File: src/rtl/mem_rd_fifo.sv
// mem_rd_fifo: circular DEPTH x WIDTH sync FIFO exposing count and head entry
module mem_rd_fifo #(
    parameter int DEPTH = 3,
    parameter int WIDTH = 1,
    localparam int CW = $clog2(DEPTH + 1),
    localparam int PW = DEPTH > 1 ? $clog2(DEPTH) : 1
) (
    input  logic             clk,
    input  logic             rst_n,
    input  logic             push,
    input  logic [WIDTH-1:0] din,
    input  logic             pop,
    output logic [CW-1:0]    count,
    output logic [WIDTH-1:0] head
);
    logic [WIDTH-1:0] mem [DEPTH];
    logic [PW-1:0]    rp, wp;

    function automatic logic [PW-1:0] nxt(input logic [PW-1:0] p);
        return p == PW'(DEPTH - 1) ? '0 : p + 1'b1;
    endfunction

    assign head = mem[rp];

    always_ff @(posedge clk or negedge rst_n) begin
        if (!rst_n) begin
            count <= '0;
            rp    <= '0;
            wp    <= '0;
            for (int i = 0; i < DEPTH; i++) mem[i] <= '0;
        end else begin
            if (push) begin
                mem[wp] <= din;
                wp      <= nxt(wp);
            end
            if (pop) rp <= nxt(rp);
            count <= count + CW'(push) - CW'(pop);
        end
    end

    always_ff @(posedge clk) begin
        if (rst_n && push) assert (count < CW'(DEPTH));
    end
endmodule

File: src/rtl/mem_rd_stage.sv
// mem_rd_stage: read front end for the 2W1R register file with write forwarding
// and an output FIFO sized so an issued read always has a slot waiting for it.
module mem_rd_stage #(
    parameter int ADDR_WIDTH = 4,
    parameter int DATA_WIDTH = 1,
    parameter int OUT_DEPTH  = 3
) (
    input  logic                  clk,
    input  logic                  rst_n,
    input  logic                  req_valid,
    output logic                  req_ready,
    input  logic [ADDR_WIDTH-1:0] req_addr,
    output logic                  resp_valid,
    input  logic                  resp_ready,
    output logic [DATA_WIDTH-1:0] resp_data,
    output logic [ADDR_WIDTH-1:0] mem_raddr,
    input  logic [DATA_WIDTH-1:0] mem_rdata,
    input  logic                  snp_we0,
    input  logic [ADDR_WIDTH-1:0] snp_waddr0,
    input  logic [DATA_WIDTH-1:0] snp_wdata0,
    input  logic                  snp_we1,
    input  logic [ADDR_WIDTH-1:0] snp_waddr1,
    input  logic [DATA_WIDTH-1:0] snp_wdata1
);
    localparam int CW = $clog2(OUT_DEPTH + 1);

    logic                  s1_valid, s1_byp, accept, hit0, hit1;
    logic [DATA_WIDTH-1:0] s1_bdata;
    logic [CW-1:0]         count;

    assign mem_raddr  = req_addr;
    assign hit0       = snp_we0 && snp_waddr0 == req_addr;
    assign hit1       = snp_we1 && snp_waddr1 == req_addr;
    assign accept     = req_valid && req_ready;
    assign resp_valid = count != '0;
    // Reserve a slot for the read still in S1 so its push can never overflow
    assign req_ready  = ({1'b0, count} + (CW + 1)'(s1_valid)) < (CW + 1)'(OUT_DEPTH);

    always_ff @(posedge clk or negedge rst_n) begin
        if (!rst_n) begin
            s1_valid <= 1'b0;
            s1_byp   <= 1'b0;
            s1_bdata <= '0;
        end else begin
            s1_valid <= accept;
            if (accept) begin
                s1_byp   <= hit0 || hit1;
                s1_bdata <= hit1 ? snp_wdata1 : snp_wdata0;
            end
        end
    end

    mem_rd_fifo #(.DEPTH(OUT_DEPTH), .WIDTH(DATA_WIDTH)) u_fifo (
        .clk   (clk),
        .rst_n (rst_n),
        .push  (s1_valid),
        .din   (s1_byp ? s1_bdata : mem_rdata),
        .pop   (resp_valid && resp_ready),
        .count (count),
        .head  (resp_data)
    );
endmodule

File: config.mk
export PLATFORM = sky130hd
export DESIGN_NAME = mem_rd_stage
export DESIGN_NICKNAME = d
export VERILOG_FILES = /design/src/rtl/mem_rd_fifo.sv /design/src/rtl/mem_rd_stage.sv
export SDC_FILE = /design/constraint.sdc
export NUM_CORES = 1
export LEC_CHECK = 0
export BUFFER_PORTS_ARGS = -buffer_cell sky130_fd_sc_hd__buf_2
export CAP_MARGIN = 10
export CELL_PAD_IN_SITES_DETAIL_PLACEMENT = 1
export CELL_PAD_IN_SITES_GLOBAL_PLACEMENT = 1
export CORE_ASPECT_RATIO = 0.9
export CORE_UTILIZATION = 37
export CTS_CLUSTER_SIZE = 40
export DETAILED_ROUTE_END_ITERATION = 12
export PLACE_DENSITY = 0.9
export SLEW_MARGIN = 20
export SYNTH_ARGS = -nofsm -noshare
export SYNTH_HDL_FRONTEND = slang
export SYNTH_SLANG_ARGS = --single-unit
File: constraint.sdc
create_clock -name clk -period 4.4 [get_ports clk]
set_input_delay 0.88 -clock clk [delete_from_list [all_inputs] [get_ports clk]]
set_output_delay 0.88 -clock clk [all_outputs]
set_load 0.05 [all_outputs]
# Yosys cells after proc, flatten, opt, wreduce, memory -nomap -nowiden
# Index checks and enable logic that the tools add are counted.
word_totals:
  input_bits: 21
  register_bits: 12
  output_inout_bits: 7
  elab_cells: 41
classes:
  n_addsub: 5
  bitwise: 2
  muxes: 10
  n_reduce_logical: 7
  magnitude_cmp: 4
  n_eq_ne: 4
op_table:
  columns: ["operator", "n"]
  rows:
  - ["== test 4 bit", 2]
  - ["greater-or-equal comparator 3 bit, second input constant", 2]
  - ["inverter 2 -> 3 bit", 2]
  - ["logical AND 1 bit", 5]
  - ["two-way mux 1 bit", 5]
  - ["adder 2 x 1 -> 2 bit, second input constant", 2]
  - ["== test 2 bit, second input constant", 2]
  - ["two-way mux 2 bit", 2]
  - ["adder 2 x 1 -> 3 bit", 1]
  - ["bitwise mux 3 bit", 1]
  - ["< comparator 3 x 1 -> 1 bit, second input constant", 1]
  - ["< comparator 3 x 2 -> 1 bit, second input constant", 1]
  - ["adder 2 x 1 -> 2 bit", 1]
  - ["binary-select mux 1 bit (select 2 bit)", 1]
  - ["demux 1 bit (select 2 bit)", 1]
  - ["nonzero test 2 bit", 1]
  - ["subtractor 2 x 1 -> 2 bit", 1]
  - ["logical OR 1 bit", 1]

# Depth between registers and ports, before layout
# Gate-level depths: netlist of the first run.
depth:
  ltp_word: 6
  depth_mapped: 7
  ltp_nobuf: 7

# Modules after synthesis
# From an unflattened synthesis of the first run, not the netlist that was laid out.
hier_totals:
  hier_cells: 68
  area_unflattened_um2: 748.2
modules_own_cells:
  columns: ["mod", "seq_area_each_um2", "instances", "area_per_inst_um2", "cells_per_inst"]
  rows:
  - ["mem_rd_fifo", 225.2, 1, 406.6, 32]
  - ["mem_rd_stage", 75.1, 1, 341.6, 36]

# Worst setup path before layout of the first run
# OpenSTA, ideal clock, no wires.
synth_path:
  path_kind: "reg-to-output"
  start: "register s1_valid"
  end: "output req_ready"
  setup_slack_ns: 1.850
  path_buffers: 0
  path_stages_with_launch: 4
  arrival_time_ns: 1.670
  required_time_ns: 3.520
  path_cell_list: "dfrtp_1 -> ha_1 -> ha_1 -> a21oi_1"
synth_via:
  elab_chain_len: 2
synth_lines:
  columns: ["element", "line_no", "rtl"]
  rows:
  - ["start, declared", "mem_rd_stage.sv:27", "logic s1_valid, s1_byp, accept, hit0, hit1;"]
  - ["start signal, assigned", "mem_rd_stage.sv:45", "s1_valid <= accept;"]
  - ["adder 2 x 1 -> 3 bit", "mem_rd_stage.sv:37", "assign req_ready = ({1'b0, count} + (CW + 1)'(s1_valid)) < (CW + 1)'(OUT_DEPTH);"]
  - ["< comparator 3 x 2 -> 1 bit", "mem_rd_stage.sv:37", null]
  - ["end, declared", "mem_rd_stage.sv:11", "output logic req_ready,"]
# No other way between the ends.

# Worst setup path after layout of the first run
# Ends and elaborated chain as after synthesis.

==> results.py, run 1 <==
metrics = {
    "floorplanning": {
        "io_pins": 28,
        "die-width_um": 48.8,
        "core_area_mm2": 0.00177,
        "std_cell_rows": 14,
        "start_util_pct": 41.3,
        "die_y_um": 44.2,
        "dieArea_mm2": 0.00216,
    },
    "critical_path": {
        "cp_data_required_time_ns": 3.52,
        "rrSetupSlack_ns": 2.55,
        "worst_setup_path_start_kind": "register",
        "crit_type": "register to output pin",
        "critical_path.max_fanout": 5,
        "r2r_end": "u_fifo.count[1]$_DFF_PN0_",
        "cp_common_cell": "ha_1",
        "slowest_delay_ns": 0.43,
        "worstPathArrival_ns": 1.63,
        "crit_path_cell_trace": "ha_1, ha_1, a21oi_1, buf_2",
        "slowest_stage": "dfrtp_1",
        "reg2reg_from": "u_fifo.count[0]$_DFF_PN0_",
        "cp-end-kind": "output pin",
        "r2r_cells": 7,
    },
    "clock_tree": {
        "numCtsBuffers": 3,
        "cts_htree_levels": 1,
        "clockBufferDepth": 2,
        "cts_hold_repair.buffers": 0,
        "root_buffer": "clkbuf_4",
        "clock_sinks": 12,
        "clkLatencyLatePin_ns": 0.27,
        "path_clk_slew_ns": 0.08,
        "cts_tree": "done",
        "cts_setup_buffers": 0,
        "cts.repair.resized": 0,
    },
    "timing": {
        "worst_pin_slew_ns": 0.514,
        "tns_ns": 0,
        "finalHoldViolCount": 0,
        "finalMaxSlewViolations": 0,
        "fmax_mhz": 399,
        "fin_hold_ws_ns": 0.474,
        "finalClockSkew_ns": 0.000511,
        "period_needed_ns": 2.51,
        "grt_setup_unrepaired": "false",
        "relSlewSlack_pct": 65.4,
        "timing.final.crit_share_pct": 57.0,
        "finalSetupViolations": 0,
    },
    "route": {
        "vias": 592,
        "dr.pass1.iters": 4,
        "drt-initial-drc-count": 8,
        "drtAntennaViolNets": 0,
        "wl_per_cell_um": 13.3,
        "drt_wl_total_um": 1630,
        "drc": 0,
        "vias_per_cell": 4.81,
    },
    "global_routing": {
        "grt_usage_pct": 17.7,
        "use_met2_pct": 36.7,
        "antenna_found_initial": 0,
        "busiest_layer": "met2",
        "use_met3_pct": 2.06,
        "use_met1_pct": 17.0,
        "overflow": 0,
        "grt_pass1_vias": 638,
        "grt_pass1_wl_um": 2770,
        "grt_max_degree": 13,
    },
    "power": {
        "swShare_pct": 45.8,
        "powerDensity_mw_per_mm2": 660,
        "clockPowerShare_pct": 15.0,
        "combPwrFrac_pct": 50.2,
        "intPower_mw": 0.321,
        "leakagePower_nw": 0.456,
        "irDropWorstVdd_mv": 0.267,
        "power_frac_seq_pct": 34.8,
        "p_sw_mw": 0.272,
    },
    "logic_synthesis": {
        "ys_ff_latch": 12,
        "synthXorXnorAreaFrac_pct": 8.39,
        "synth_top_family_by_area": "simple AND/OR/NAND/NOR gates",
        "syn_avg_cell_area_um2": 10.0,
        "synthSimpleGateAreaFrac_pct": 18.3,
        "synth_top_area_share_pct": 41.1,
        "synthAdderAreaFrac_pct": 6.85,
        "synth_compound_area_share_pct": 13.4,
        "yosysSeqAreaShare_pct": 41.1,
        "synthCells": 73,
        "synth.distinct_cells": 28,
        "syn_nets": 98,
        "synth_area_um2": 731,
        "synthMuxAreaShare_pct": 4.28,
        "yosysWarnings": 0,
        "synthTopCellsByArea": "dfrtp_1, ha_1, xor2_1, buf_4, a2111oi_4",
        "yosysTopAreaCell": "dfrtp_1",
    },
    "placed_design": {
        "place_area_um2": 862,
        "io_buffers": 27,
        "gp_congestion": 0.745,
        "dp_hpwl_um": 1310,
    },
    "layout": {
        "drive_gt1_share_pct": 36.4,
        "fillerInstances": 221,
        "final_area_um2": 898,
        "layout.nets": 125,
        "antenna_cells": 0,
        "area_growth_pct": 22.9,
        "mostFrequentLayoutCell": "buf_2",
        "mostFrequentLayoutCells": "buf_2, dfrtp_1, inv_1",
    },
    "job": {
        "cap_violations": 0,
    },
    "run_status": {
        "status": "complete, no violations",
    },
    "worst_hold_path": {
        "hold_class": "input pin to async pin",
    },
}
metrics by stage:
| step | power [mW] | utilization (%) | setup WS, ns | std cells |
|---|---|---|---|---|
| after floorplan | 0.433 | - | 1.85 | 73 |
| after global placement | 0.487 | 48.7 | 2.22 | 119 |
| after detailed placement | 0.509 | 48.7 | 2.19 | 119 |
| after CTS | 0.603 | 50.8 | 1.87 | 123 |
| after global routing | 0.637 | 50.8 | 1.78 | 123 |
| final | 0.593 | 50.8 | 1.89 | 123 |
sequential cells by signal (all words and copies together), names as in the netlist:
| signal | flops |
|---|---|
| u_fifo.wp | 2 |
| u_fifo.rp | 2 |
| s1_bdata | 1 |
| s1_byp | 1 |
| u_fifo.count | 2 |
| u_fifo.mem | 3 |
| s1_valid | 1 |
area by class of cell:
type,instances,area [um2],area share (%)
sequential,12,300,33.4
tap,24,30.0,3.34
clock buffer,4,36.3,4.04
inverter,6,22.5,2.51
timing repair buffer,27,135,15.0
multi-input combinational,50,374,41.6
routing by layer:
metal  routed length, um  vias up
met2                 886       15
li1                    -      297
met4                  30        0
met3                  53        4
met1                 659      276
met5                   0        -
kinds of logic after synthesis:
group	after synthesis
flops	12
buf+inv	11
simple gates	24
fa+ha+maj	4
xor+xnor	7
mux	3
compound gates	12
power by group through the flow:
stage,clock (mW),sequential [mW],combinational [mW]
after floorplan,0,0.196,0.237
after global placement,0,0.203,0.284
after detailed placement,0,0.209,0.300
after CTS,0.0922,0.207,0.304
after global routing,0.0948,0.214,0.328
final,0.0888,0.206,0.298
how the worst max path moves through the flow:
| stage | slack [ns] | start | end |
|---|---|---|---|
| after floorplan | 1.85 | s1_valid$_DFF_PN0_ | req_ready |
| after global placement | 2.22 | s1_valid$_DFF_PN0_ | req_ready |
| after detailed placement | 2.19 | resp_ready | u_fifo.count[1]$_DFF_PN0_ |
| after CTS | 1.87 | s1_valid$_DFF_PN0_ | req_ready |
| after global routing | 1.78 | s1_valid$_DFF_PN0_ | req_ready |
| final | 1.89 | s1_valid$_DFF_PN0_ | req_ready |
synthesized netlist by cell type, drive strengths merged:
library cell and count:
and2b 1, a2111oi 1, inv 6, clkbuf 1, nand4 1, ha 4, nor2b 1, a31oi 1
buf 4, xor2 4, mux2 1, dfrtp 12, nor3 3, nand2b 2, a21o 1, and2 1
nand2 4, nor2 4, a21oi 3, or2 1, xnor2 3, o2111a 1, or2b 1, mux2i 2
nand3b 1, a21bo 1, nand3 4, o21ai 4
critical path, delay by kind of cell, from the launching register on:
kind / cells / cell delay [ns]
adder cells (fa/ha/maj): 2 / 0.48
flip-flops: 1 / 0.43
AO/OA/AOI/OAI: 1 / 0.16
buffers and inverters: 1 / 0.28
Note: power is estimated with default switching activity, not from simulation.
==> run 2: changes to the inputs <==
--- a/config.mk
+++ b/config.mk
@@ -10,10 +10,10 @@
 export CELL_PAD_IN_SITES_DETAIL_PLACEMENT = 1
 export CELL_PAD_IN_SITES_GLOBAL_PLACEMENT = 1
 export CORE_ASPECT_RATIO = 0.9
-export CORE_UTILIZATION = 37
+export CORE_UTILIZATION = 34
 export CTS_CLUSTER_SIZE = 40
 export DETAILED_ROUTE_END_ITERATION = 12
-export PLACE_DENSITY = 0.9
+export PLACE_DENSITY = 0.84
 export SLEW_MARGIN = 20
 export SYNTH_ARGS = -nofsm -noshare
 export SYNTH_HDL_FRONTEND = slang
==> constraint.sdc (replaced) <==
create_clock -name clk -period 2.41 [get_ports clk]
set_input_delay 0.482 -clock clk [delete_from_list [all_inputs] [get_ports clk]]
set_output_delay 0.482 -clock clk [all_outputs]
set_load 0.05 [all_outputs]
==> run 2 against run 1 <==
Net effect:
- clock power grew 78%
- largest power group unchanged
- cell area grew 0.14%
- critical path depth is the same
- flip-flop and latch count is the same
- largest cell class unchanged
- global-route usage shrank 3.0 points
- sequential share of layout area is essentially flat
- sequential power grew 82%
- combinational power grew 81%
- cell count grew 0.81%
==> results.py, run 2 (same netlist as run 1, synthesis figures left out) <==
metrics = {
    "run_status": {
        "status": "complete, no violations",
    },
    "layout": {
        "stdcell_count": 124,
        "fillerInstances": 240,
        "layout.nets": 125,
        "mostFrequentLayoutCells": "buf_2, dfrtp_1, inv_1",
        "largest_reg_flops": 3,
        "area_growth_pct": 23.1,
        "antenna_cells": 0,
        "regArea_um2": 300,
        "top_register": "u_fifo.mem",
        "mostFrequentLayoutCell": "buf_2",
        "drive_gt1_share_pct": 36.4,
        "final_area_um2": 900,
        "multiInputGateArea_um2": 374,
    },
    "critical_path": {
        "cp_data_required_time_ns": 1.93,
        "cp_common_cell": "ha_1",
        "crit_path_cell_trace": "ha_1, ha_1, a21oi_1, buf_2",
        "r2r_end": "u_fifo.count[1]$_DFF_PN0_",
        "cp-end-kind": "output pin",
        "critPathBufInv": 1,
        "worst_setup_path_start_kind": "register",
        "worstPathArrival_ns": 1.62,
        "r2r_cells": 7,
        "crit_family": "adder cells",
        "slowest_stage": "dfrtp_1",
        "critical_path.max_fanout": 5,
        "reg2reg_from": "u_fifo.count[0]$_DFF_PN0_",
        "slowest_delay_ns": 0.43,
        "crit_type": "register to output pin",
        "rrSetupSlack_ns": 0.63,
    },
    "timing": {
        "finalHoldViolCount": 0,
        "finalMaxSlewViolations": 0,
        "grt_setup_unrepaired": "false",
        "relSlewSlack_pct": 70.5,
        "finalSetupViolations": 0,
        "period_needed_ns": 2.10,
        "finalClockSkew_ns": 0.00171,
        "fmax_mhz": 476,
        "timing.final.crit_share_pct": 87.2,
        "worst_pin_slew_ns": 0.438,
        "tns_ns": 0,
    },
    "global_routing": {
        "overflow": 0,
        "busiest_layer": "met2",
        "grt_pass1_vias": 632,
        "grt_max_degree": 13,
        "use_met1_pct": 14.6,
        "use_met3_pct": 3.00,
        "antenna_found_initial": 0,
        "grt_pass1_wl_um": 2460,
        "grt_usage_pct": 14.7,
        "use_met2_pct": 28.8,
    },
    "route": {
        "drtAntennaViolNets": 0,
        "drc": 0,
        "wl_per_cell_um": 11.4,
        "vias_per_cell": 4.73,
        "vias": 587,
        "drt-initial-drc-count": 4,
        "dr.pass1.iters": 4,
        "drt_wl_total_um": 1410,
    },
    "placed_design": {
        "placedCellCount": 120,
        "place_area_um2": 863,
        "dp_hpwl_um": 1200,
        "gp_congestion": 0.725,
        "io_buffers": 27,
    },
    "worst_hold_path": {
        "hold_class": "input pin to async pin",
    },
    "power": {
        "powerDensity_mw_per_mm2": 1190,
        "leakagePower_nw": 0.456,
        "irDropWorstVdd_mv": 0.499,
    },
    "floorplanning": {
        "std_cell_rows": 15,
        "start_util_pct": 37.1,
        "die_y_um": 46.0,
        "dieArea_mm2": 0.00234,
        "io_pins": 28,
        "core_area_mm2": 0.00197,
        "die-width_um": 50.9,
    },
    "clock_tree": {
        "cts_htree_levels": 1,
        "cts_setup_buffers": 0,
        "cts.repair.resized": 0,
        "path_clk_slew_ns": 0.08,
        "cts_tree": "done",
        "clock_sinks": 12,
        "root_buffer": "clkbuf_4",
        "cts_hold_repair.buffers": 0,
        "clockBufferDepth": 2,
        "numCtsBuffers": 3,
        "clkLatencyLatePin_ns": 0.27,
    },
    "job": {
        "cap_violations": 0,
    },
}
[run 2: cell counts in the layout (fill, tap and decap cells not counted)]
No cell type changed its count.
[run 2: per-layer routing]
metal,up-vias,routed length [um]
met5,-,0
met4,0,25
met3,2,67
met2,22,758
met1,269,560
li1,294,-
[run 2: worst max-delay path by stage]
stage | start | end | slack, ns | cells past startpoint
global route | s1_valid$_DFF_PN0_ | req_ready | 0.20 | 4
floorplan | s1_valid$_DFF_PN0_ | s1_byp$_DFFE_PN0P_ | 0.007 | 7
CTS | s1_valid$_DFF_PN0_ | req_ready | 0.29 | 4
detailed placement | s1_valid$_DFF_PN0_ | req_ready | 0.59 | 4
finish | s1_valid$_DFF_PN0_ | req_ready | 0.31 | 4
global placement | s1_valid$_DFF_PN0_ | req_ready | 0.62 | 4
[run 2: through the flow]
stage	hold WS, ns	setup slack [ns]	utilization, %	total power [mW]
finish	0.0732	0.308	45.7	1.07
global route	0.0858	0.201	45.7	1.17
CTS	0.0764	0.288	45.7	1.09
detailed placement	0.373	0.586	43.8	0.927
global placement	0.370	0.622	43.8	0.890
floorplan	0.186	0.00669	-	0.791
[run 2: cell type report]
type	instances	area share [%]
Multi-Input combinational cell	50	41.6
Clock buffer	4	4.03
Timing Repair Buffer	27	15.0
Tap cell	25	3.48
Sequential cell	12	33.4
Inverter	6	2.50
[run 2: power by group]
group	switching [mW]	internal (mW)	leakage (nW)
Sequential	0.0775	0.297	0.144
Combinational	0.342	0.197	0.291
Clock	0.0663	0.0917	0.0210
Total	0.486	0.586	0.456
